<file path="src/rtl/wvb_rd_arbiter.sv">
// Round-robin readout scheduler: grants one channel's pending header, walks its waveform
// buffer from start to stop address and streams the samples through a 4-entry output FIFO.
module wvb_rd_arbiter #(
  parameter int unsigned P_N_CHAN     = 8,
  parameter int unsigned P_CHAN_WIDTH = 3,
  parameter int unsigned P_DATA_WIDTH = 22,
  parameter int unsigned P_ADR_WIDTH  = 12,
  parameter int unsigned P_HDR_WIDTH  = 80
) (
  input  logic                              clk,
  input  logic                              rst_n,
  input  logic                              en,
  input  logic [P_N_CHAN-1:0]               hdr_empty,
  input  logic [P_N_CHAN*P_HDR_WIDTH-1:0]   hdr_data,
  input  logic [P_N_CHAN*P_ADR_WIDTH-1:0]   hdr_start,
  input  logic [P_N_CHAN*P_ADR_WIDTH-1:0]   hdr_stop,
  output logic [P_N_CHAN-1:0]               hdr_rdreq,
  output logic [P_ADR_WIDTH-1:0]            wvb_rd_addr,
  output logic [P_CHAN_WIDTH-1:0]           wvb_rd_sel,
  input  logic [P_N_CHAN*P_DATA_WIDTH-1:0]  wvb_rd_data,
  output logic [P_HDR_WIDTH-1:0]            evt_hdr,
  output logic [P_CHAN_WIDTH-1:0]           evt_chan,
  output logic                              evt_start,
  output logic [P_DATA_WIDTH-1:0]           dout_data,
  output logic                              dout_valid,
  input  logic                              dout_ready,
  output logic                              dout_eof,
  output logic [P_N_CHAN-1:0]               rd_done,
  output logic                              busy
);

  localparam int unsigned FIFO_DEPTH = 4;
  localparam int unsigned CNT_W      = 3;
  localparam logic [P_CHAN_WIDTH:0]   N_CHAN_W = (P_CHAN_WIDTH+1)'(P_N_CHAN);
  localparam logic [P_CHAN_WIDTH-1:0] LAST_CH  = P_CHAN_WIDTH'(P_N_CHAN - 1);

  typedef enum logic [1:0] {S_IDLE, S_READ, S_DRAIN} state_t;

  state_t state, state_nxt;

  logic [P_HDR_WIDTH-1:0]  hdr_arr   [P_N_CHAN];
  logic [P_ADR_WIDTH-1:0]  start_arr [P_N_CHAN];
  logic [P_ADR_WIDTH-1:0]  stop_arr  [P_N_CHAN];
  logic [P_DATA_WIDTH-1:0] rd_arr    [P_N_CHAN];

  for (genvar g = 0; g < P_N_CHAN; g++) begin : g_unpack
    assign hdr_arr[g]   = hdr_data[g*P_HDR_WIDTH +: P_HDR_WIDTH];
    assign start_arr[g] = hdr_start[g*P_ADR_WIDTH +: P_ADR_WIDTH];
    assign stop_arr[g]  = hdr_stop[g*P_ADR_WIDTH +: P_ADR_WIDTH];
    assign rd_arr[g]    = wvb_rd_data[g*P_DATA_WIDTH +: P_DATA_WIDTH];
  end

  logic [P_CHAN_WIDTH-1:0] rr_ptr;
  logic [P_ADR_WIDTH-1:0]  remaining;
  logic                    p1_vld, p1_eof, p2_vld, p2_eof;
  logic [CNT_W-1:0]        occ, occ_nxt, outstanding;
  logic [P_DATA_WIDTH-1:0] fifo_d [FIFO_DEPTH];
  logic [FIFO_DEPTH-1:0]   fifo_e;

  logic                    gnt_vld, grant, credit, issue, last, pop, wr;
  logic [P_CHAN_WIDTH-1:0] gnt_chan;
  logic [P_CHAN_WIDTH:0]   cand;
  logic [1:0]              widx;

  // State register
  always_ff @(posedge clk or negedge rst_n) begin
    if (!rst_n) state <= S_IDLE;
    else        state <= state_nxt;
  end

  // Round-robin search, credit check and next-state decode
  always_comb begin
    state_nxt   = state;
    gnt_vld     = 1'b0;
    gnt_chan    = '0;
    cand        = '0;
    issue       = 1'b0;
    last        = 1'b0;
    outstanding = occ + CNT_W'(p1_vld) + CNT_W'(p2_vld);
    credit      = (outstanding < CNT_W'(FIFO_DEPTH));
    for (int unsigned i = 0; i < P_N_CHAN; i++) begin
      cand = {1'b0, rr_ptr} + (P_CHAN_WIDTH+1)'(i);
      if (cand >= N_CHAN_W) cand = cand - N_CHAN_W;
      if (!gnt_vld && !hdr_empty[cand[P_CHAN_WIDTH-1:0]]) begin
        gnt_vld  = 1'b1;
        gnt_chan = cand[P_CHAN_WIDTH-1:0];
      end
    end
    grant = (state == S_IDLE) && en && gnt_vld;
    case (state)
      S_IDLE:  if (grant) state_nxt = S_READ;
      S_READ: begin
        if (credit) begin
          issue = 1'b1;
          if (remaining == '0) begin
            last      = 1'b1;
            state_nxt = S_DRAIN;
          end
        end
      end
      S_DRAIN: if (!p1_vld && !p2_vld) state_nxt = S_IDLE;
      default: state_nxt = S_IDLE;
    endcase
  end

  // Grant latch, address walk and read pipeline tags
  always_ff @(posedge clk or negedge rst_n) begin
    if (!rst_n) begin
      hdr_rdreq   <= '0;
      evt_start   <= 1'b0;
      evt_hdr     <= '0;
      evt_chan    <= '0;
      wvb_rd_sel  <= '0;
      wvb_rd_addr <= '0;
      remaining   <= '0;
      rr_ptr      <= '0;
      rd_done     <= '0;
      p1_vld      <= 1'b0;
      p1_eof      <= 1'b0;
      p2_vld      <= 1'b0;
      p2_eof      <= 1'b0;
    end else begin
      hdr_rdreq <= '0;
      evt_start <= 1'b0;
      rd_done   <= '0;
      if (grant) begin
        hdr_rdreq   <= P_N_CHAN'(1) << gnt_chan;
        evt_start   <= 1'b1;
        evt_hdr     <= hdr_arr[gnt_chan];
        evt_chan    <= gnt_chan;
        wvb_rd_sel  <= gnt_chan;
        wvb_rd_addr <= start_arr[gnt_chan];
        remaining   <= stop_arr[gnt_chan] - start_arr[gnt_chan];
        rr_ptr      <= (gnt_chan == LAST_CH) ? '0 : gnt_chan + P_CHAN_WIDTH'(1);
      end
      if (issue) begin
        wvb_rd_addr <= wvb_rd_addr + P_ADR_WIDTH'(1);
        if (last) rd_done   <= P_N_CHAN'(1) << wvb_rd_sel;
        else      remaining <= remaining - P_ADR_WIDTH'(1);
      end
      p1_vld <= issue;
      p1_eof <= last;
      p2_vld <= p1_vld;
      p2_eof <= p1_eof;
    end
  end

  assign wr      = p2_vld;
  assign pop     = dout_valid && dout_ready;
  assign occ_nxt = occ + CNT_W'(wr) - CNT_W'(pop);
  assign widx    = pop ? 2'(occ - CNT_W'(1)) : 2'(occ);

  // Shifting output FIFO: entry 0 is always the head, so outputs come straight off flops
  always_ff @(posedge clk or negedge rst_n) begin
    if (!rst_n) begin
      for (int i = 0; i < FIFO_DEPTH; i++) fifo_d[i] <= '0;
      fifo_e     <= '0;
      occ        <= '0;
      dout_valid <= 1'b0;
      busy       <= 1'b0;
    end else begin
      if (pop) begin
        for (int i = 0; i < FIFO_DEPTH-1; i++) begin
          fifo_d[i] <= fifo_d[i+1];
          fifo_e[i] <= fifo_e[i+1];
        end
      end
      if (wr) begin
        fifo_d[widx] <= rd_arr[wvb_rd_sel];
        fifo_e[widx] <= p2_eof;
      end
      occ        <= occ_nxt;
      dout_valid <= (occ_nxt != '0);
      busy       <= (state_nxt != S_IDLE) || (occ_nxt != '0);
    end
  end

  assign dout_data = fifo_d[0];
  assign dout_eof  = fifo_e[0];

endmodule

</file>
<file path="config.mk">
export PLATFORM = sky130hd
export DESIGN_NAME = wvb_rd_arbiter
export DESIGN_NICKNAME = d
export VERILOG_FILES = /design/src/rtl/wvb_rd_arbiter.sv
export SDC_FILE = /design/constraint.sdc
export NUM_CORES = 1
export LEC_CHECK = 0
export CAP_MARGIN = 20
export CORE_AREA = 3 3 451 453
export DETAILED_ROUTE_END_ITERATION = 7
export DIE_AREA = 0 0 454 456
export MAX_ROUTING_LAYER = met4
export PLACE_DENSITY = 0.41
export SYNTH_ARGS = -nofsm -noshare
export SYNTH_HDL_FRONTEND = slang
export SYNTH_SLANG_ARGS = --single-unit
</file>
<file path="constraint.sdc">
create_clock -name clk -period 8.29 [get_ports clk]
set_input_delay 1.658 -clock clk [delete_from_list [all_inputs] [get_ports clk]]
set_output_delay 1.658 -clock clk [all_outputs]
set_load 0.02 [all_outputs]
</file>
After elaboration in Yosys (flattened, before gate mapping)
Cells that the tools add are included.
- muxes and demuxes: 83
- bitwise gates (word level): 3
- equal/unequal tests: 3
- shift operators: 2
- add/sub/neg operators: 24
- reductions and logical operators: 34
- magnitude comparators: 23
- operators by type and width (kind ; count):
    $bmux 80 s3 ; 1
    $mux 80 ; 2
    $mux 12 ; 9
    $bwmux 88 ; 1
    $mux 88 ; 1
    $bmux 12 s3 ; 2
    $bmux 22 s3 ; 1
    $mux 22 ; 3
    $mux 66 ; 1
    $mux 3 ; 19
    $demux 22 s2 ; 1
    $ge 4x4->1 const B ; 9
    $lt 3x4->1 const B ; 8
    $bmux 1 s3 ; 8
    $mux 8 ; 3
    $sub 3x1->3 const B ; 8
    $mux 1 ; 23
    $add 3x3->4 const B ; 4
    $shl 1x3->8 const A ; 2
    $logic_not 1->1 ; 15
    $logic_and 1x1->1 ; 13
    $add 12x1->12 const B ; 1
    $logic_not 12->1 ; 1
    $sub 12x1->12 const B ; 1
    26 further kinds ; 35
- bits in registers: 230
- input bits: 1020
- output and inout bits: 140
- word-level logic and storage cells: 194

Longest topological paths before layout
- depth after elaboration: 34
- gate-level depth with buffers: 31
- gate-level depth less buffers: 25

Worst setup path after synthesis
Ideal clock, no wire load.
- kind: in2reg
- start: input port hdr_empty[6]
- end: register remaining[11]
- stages on the path: 23
- path slack: 1990 ps
- data required time: 8213 ps
- path buffers: 3
- arrival time: 6223 ps
- library setup time: 77 ps
- cell sequence: mux4_2 > mux2i_1 > o32a_1 > nor3_1 > o2bb2ai_1 > o21ai_0 > buf_2 > buf_4 > clkbuf_1 > mux4_2 > nand2_1 > nand2_1 > ha_1 > o21ai_0 > nand2b_1 > nand2_1 > nand2_1 > a21o_1 > a21o_1 > a41o_1 > o41ai_1 > xnor3_1 > a21oi_1
- cells in the longest elaborated chain, start to end: 31
- elaborated cells on any way between the ends: 64
- classes of those cells: 1 x add/sub; 41 x mux; 1 x bitwise; 21 x reduce/logical
- RTL lines (item ; RTL line ; source):
    from (decl) ; 13 ; input logic [P_N_CHAN-1:0] hdr_empty,
    $bmux 1 s3 ; 84 ; if (!gnt_vld && !hdr_empty[cand[P_CHAN_WIDTH-1:0]]) begin
    $mux 1 (not written as such) ; 84 ;
    $logic_not 1->1 ; 84 ;
    $logic_and 1x1->1 ; 84 ;
    $mux 1 ; 84 ;
    $logic_not 1->1 ; 84 ;
    $logic_and 1x1->1 ; 84 ;
    $mux 1 ; 84 ;
    [14 not listed] ; -- ;
    $mux 3 ; 84 ;
    $not 3->4 (not written as such) ; 133 ; remaining <= stop_arr[gnt_chan] - start_arr[gnt_chan];
    $bmux 12 s3 ; 133 ;
    $mux 12 (not written as such) (2 in a row) ; 133 ;
    $sub 12x12->12 ; 133 ;
    $mux 12 (*) ; 126 ; if (grant) begin
    $mux 12 ; 138 ; if (last) rd_done <= P_N_CHAN'(1) << wvb_rd_sel;
    $mux 12 (*) ; 136 ; if (issue) begin
    to (signal assigned) ; 133 ;
    to (signal assigned) ; 139 ; else remaining <= remaining - P_ADR_WIDTH'(1);
    to (decl) ; 54 ; logic [P_ADR_WIDTH-1:0] remaining;
Every way passes the cells marked *; elsewhere a longest branch is shown, timed or not. The select of a mux whose other input is x is not followed.
A chain may end at the register's enable or synchronous reset.

Worst setup path after layout
- start: register rr_ptr[1]
- end: register remaining[10]
- cells in the longest elaborated chain, start to end: 34
- elaborated cells on any way between the ends: 95
- classes of those cells: 16 x add/sub; 8 x order compare; 49 x mux; 1 x bitwise; 21 x reduce/logical
- RTL lines (item ; RTL line ; source):
    from (decl) ; 53 ; logic [P_CHAN_WIDTH-1:0] rr_ptr;
    from (signal assigned) ; 134 ; rr_ptr <= (gnt_chan == LAST_CH) ? '0 : gnt_chan + P_CHAN_WIDTH'(1);
    $add 3x1->4 ; 82 ; cand = {1'b0, rr_ptr} + (P_CHAN_WIDTH+1)'(i);
    $ge 4x4->1 or $sub 3x1->3 (tied branches) ; 83 ; if (cand >= N_CHAN_W) cand = cand - N_CHAN_W;
    $mux 3 ; 83 ;
    $bmux 1 s3 ; 84 ;
    $mux 1 (not written as such) ; 84 ;
    $logic_not 1->1 ; 84 ;
    $logic_and 1x1->1 ; 84 ;
    $mux 1 ; 84 ;
    [17 not listed] ; -- ;
    $mux 3 ; 84 ;
    $not 3->4 (not written as such) ; 133 ;
    $bmux 12 s3 ; 133 ;
    $mux 12 (not written as such) (2 in a row) ; 133 ;
    $sub 12x12->12 ; 133 ;
    $mux 12 (*) ; 126 ;
    $mux 12 ; 138 ;
    $mux 12 (*) ; 136 ;
Marks and branches as above.

==> metrics <==
CP peak stage delay 660 ps; FF+latch count, synth 230; Setup Skew 48.1 ps; fraction of registers with async set/reset 1.00; drt pass-1 iters 5; WP buf/inv 3; Worst path most repeated cell o21ai_0; Seq/Total Area, Yosys 0.313; Final min period 7060 ps; Cell Chain, Critical Path inv_1, ha_1, mux4_2, mux2i_1, o32a_1, nor2_1, nor2b_1, o31a_2, buf_4, buf_4, mux4_2, nand2_1, nand2_1, ha_1, o21ai_0, a21boi_0, o21ai_0, a21boi_0, o21ai_0, nand2b_1, a21o_1, a21oi_1, xor2_1, a22oi_1; top_reg_cell synth dfrtp_1; CP Max Fanout 19; Synth warnings 0; DRC Markers 0; worst-margin pin slew 1020 ps; number of port buffers 1159; nets@finish 3770; GPL Wtd Cong 0.932; Synth Cell Area 18400 um2; CTS Sinks 230; CP max-delay cell ha_1; CTS tree built; H-tree lvl count 2; commonest non-fill, non-tap cell in the layout clkdlybuf4s50_1; Area Overhead vs Synth 84.9%; worst IR drop on VDD 0.000431 V; EDFF count, synth 0; Initial Util 0.0920; clk buf depth 3; remaining global-route overflow 0; final WL 149 mm; Fillers 22100; DP Wirelength 125 mm; Setup TNS 0 ps; Die ar. 207000 um2; first-pass GRT wire length 194 mm; layout cells sized above 1 0.148; total of max-cap violations 0; WL/cell 27.4 um; CTS resizes 0; core area 200000 um2; most frequent cells in the layout clkdlybuf4s50_1, mux4_2, a21oi_1; clk slew on worst S/H paths 60 ps; fin crit share 0.851; GRT Resource Usage Total 0.143; CTS Buf Count 37; Setup CP Type reg -> reg; Reg area 5760 um2; Via Count 19400; Crit path arrival time 7480 ps; critical path's top delay family compound AO/OA/AOI/OAI gates; area of the multi-input gates 11600 um2; RSZ-0062 raised after global routing no; CTS Hold Bufs 0; vias per cell 3.58; overall power 15.5 mW; Cells after Synth 1665; leak pwr 12.0 nW; Final Hold Fails 0; Die W 454 um; type of the tightest min-delay check reg -> reg; clock insertion delay at the later pin of the skew report 610 ps; CTS Root Cell clkbuf_16; status complete, no violations; startpoint types flip-flop; crit path capture type flip-flop; largest net degree at the start of global routing 115; final setup vio count 0; vias in the first global route 20300; Setup Buffers After CTS 0; syn avg cell area 11.0 um2; Mapped Nets 2711; Req. time, crit path 8710 ps; Final Slew Violations 0; Max-slew headroom 0.320; Routed Antenna Nets 0; DRT iter0 DRCs 1174; initial antenna violation count 95; Die Y 456 um; Unique masters post-synth 71; pwr dens 456 nW/um2; Fmax 142 MHz; IO Pins 1160; Rows 164
power breakdown:
| group | switching [mW] | internal (mW) |
|---|---|---|
| clock | 0.650 | 0.952 |
| combinational | 6.39 | 5.45 |
| sequential | 0.400 | 1.64 |
| total | 7.44 | 8.05 |
stage by stage:
step / setup slack, ps / std cells / utilization / instance area [um2] / hold WS [ps]
after CTS: 1220 / 5399 / 0.170 / 33900 / 361
after global routing: 554 / 5418 / 0.170 / 33900 / 373
after global placement: 700 / 5340 / 0.164 / 32700 / 335
after floorplan: 1990 / 1665 / - / 18400 / 331
final: 1230 / 5422 / 0.170 / 34000 / 356
after detailed placement: 685 / 5340 / 0.164 / 32700 / 339
kinds of logic after synthesis:
group / after synthesis / synth area share
flip-flops: 230 / 0.313
adder cells (fa/ha/maj): 26 / 0.0185
buffers and inverters: 199 / 0.0576
AND/OR/NAND/NOR: 441 / 0.106
AO/OA/AOI/OAI: 403 / 0.127
XOR/XNOR: 18 / 0.00974
multiplexers: 348 / 0.368
synth_stat cells, types with 34 or more instances:
| library cell | n | area share |
|---|---|---|
| mux2i_1 | 56 | 0.031 |
| mux4_2 | 258 | 0.32 |
| buf_4 | 53 | 0.022 |
| nor2_1 | 142 | 0.029 |
| a211oi_1 | 46 | 0.019 |
| mux2_2 | 34 | 0.021 |
| o21ai_0 | 52 | 0.014 |
| and2_1 | 47 | 0.016 |
| nand2_1 | 177 | 0.036 |
| a21oi_1 | 244 | 0.066 |
| clkbuf_1 | 73 | 0.015 |
| dfrtp_1 | 230 | 0.31 |
path summary, 6_finish.rpt:
kind,start,cells past startpoint,slack [ps],end
worst max-delay path,rr_ptr[1]$_DFFE_PN0P_,24,1230,remaining[10]$_DFF_PN0_
worst min-delay path,p1_eof$_DFF_PN0_,0,360,p2_eof$_DFF_PN0_
worst max register to register,rr_ptr[1]$_DFFE_PN0P_,24,1230,remaining[10]$_DFF_PN0_
worst min register to register,p1_eof$_DFF_PN0_,0,360,p2_eof$_DFF_PN0_
max in group asynchronous,rst_n,2,5530,evt_hdr[28]$_DFFE_PN0P_
min in group asynchronous,rst_n,1,1110,fifo_d[63]$_DFF_PN0_
layer usage:
layer | up-vias | wire, um | GRT usage
met4 | 0 | 5700 | 0.0483
met2 | 797 | 81700 | 0.265
met1 | 9917 | 53700 | 0.150
li1 | 8471 | - | -
met5 | - | 0 | -
met3 | 228 | 7600 | 0.0243
cell type report:
type                            count  share of cell area
Inverter                           28             0.00361
Antenna cell                       22             0.00162
Tap cell                         2656              0.0979
Sequential cell                   230               0.170
Multi-Input combinational cell   1236               0.342
Timing Repair Buffer             1191               0.351
Clock buffer                       50              0.0302
Clock inverter                      9             0.00391
registers in the layout, indices dropped and copies added, names as in the netlist, 4 cells and up:
| signal | cells |
|---|---|
| fifo_d | 66 |
| wvb_rd_addr | 12 |
| fifo_e | 4 |
| remaining | 12 |
| dout_data | 22 |
| rd_done | 8 |
| hdr_rdreq | 8 |
| evt_hdr | 80 |
No activity file was read; power rests on OpenSTA's default activity.
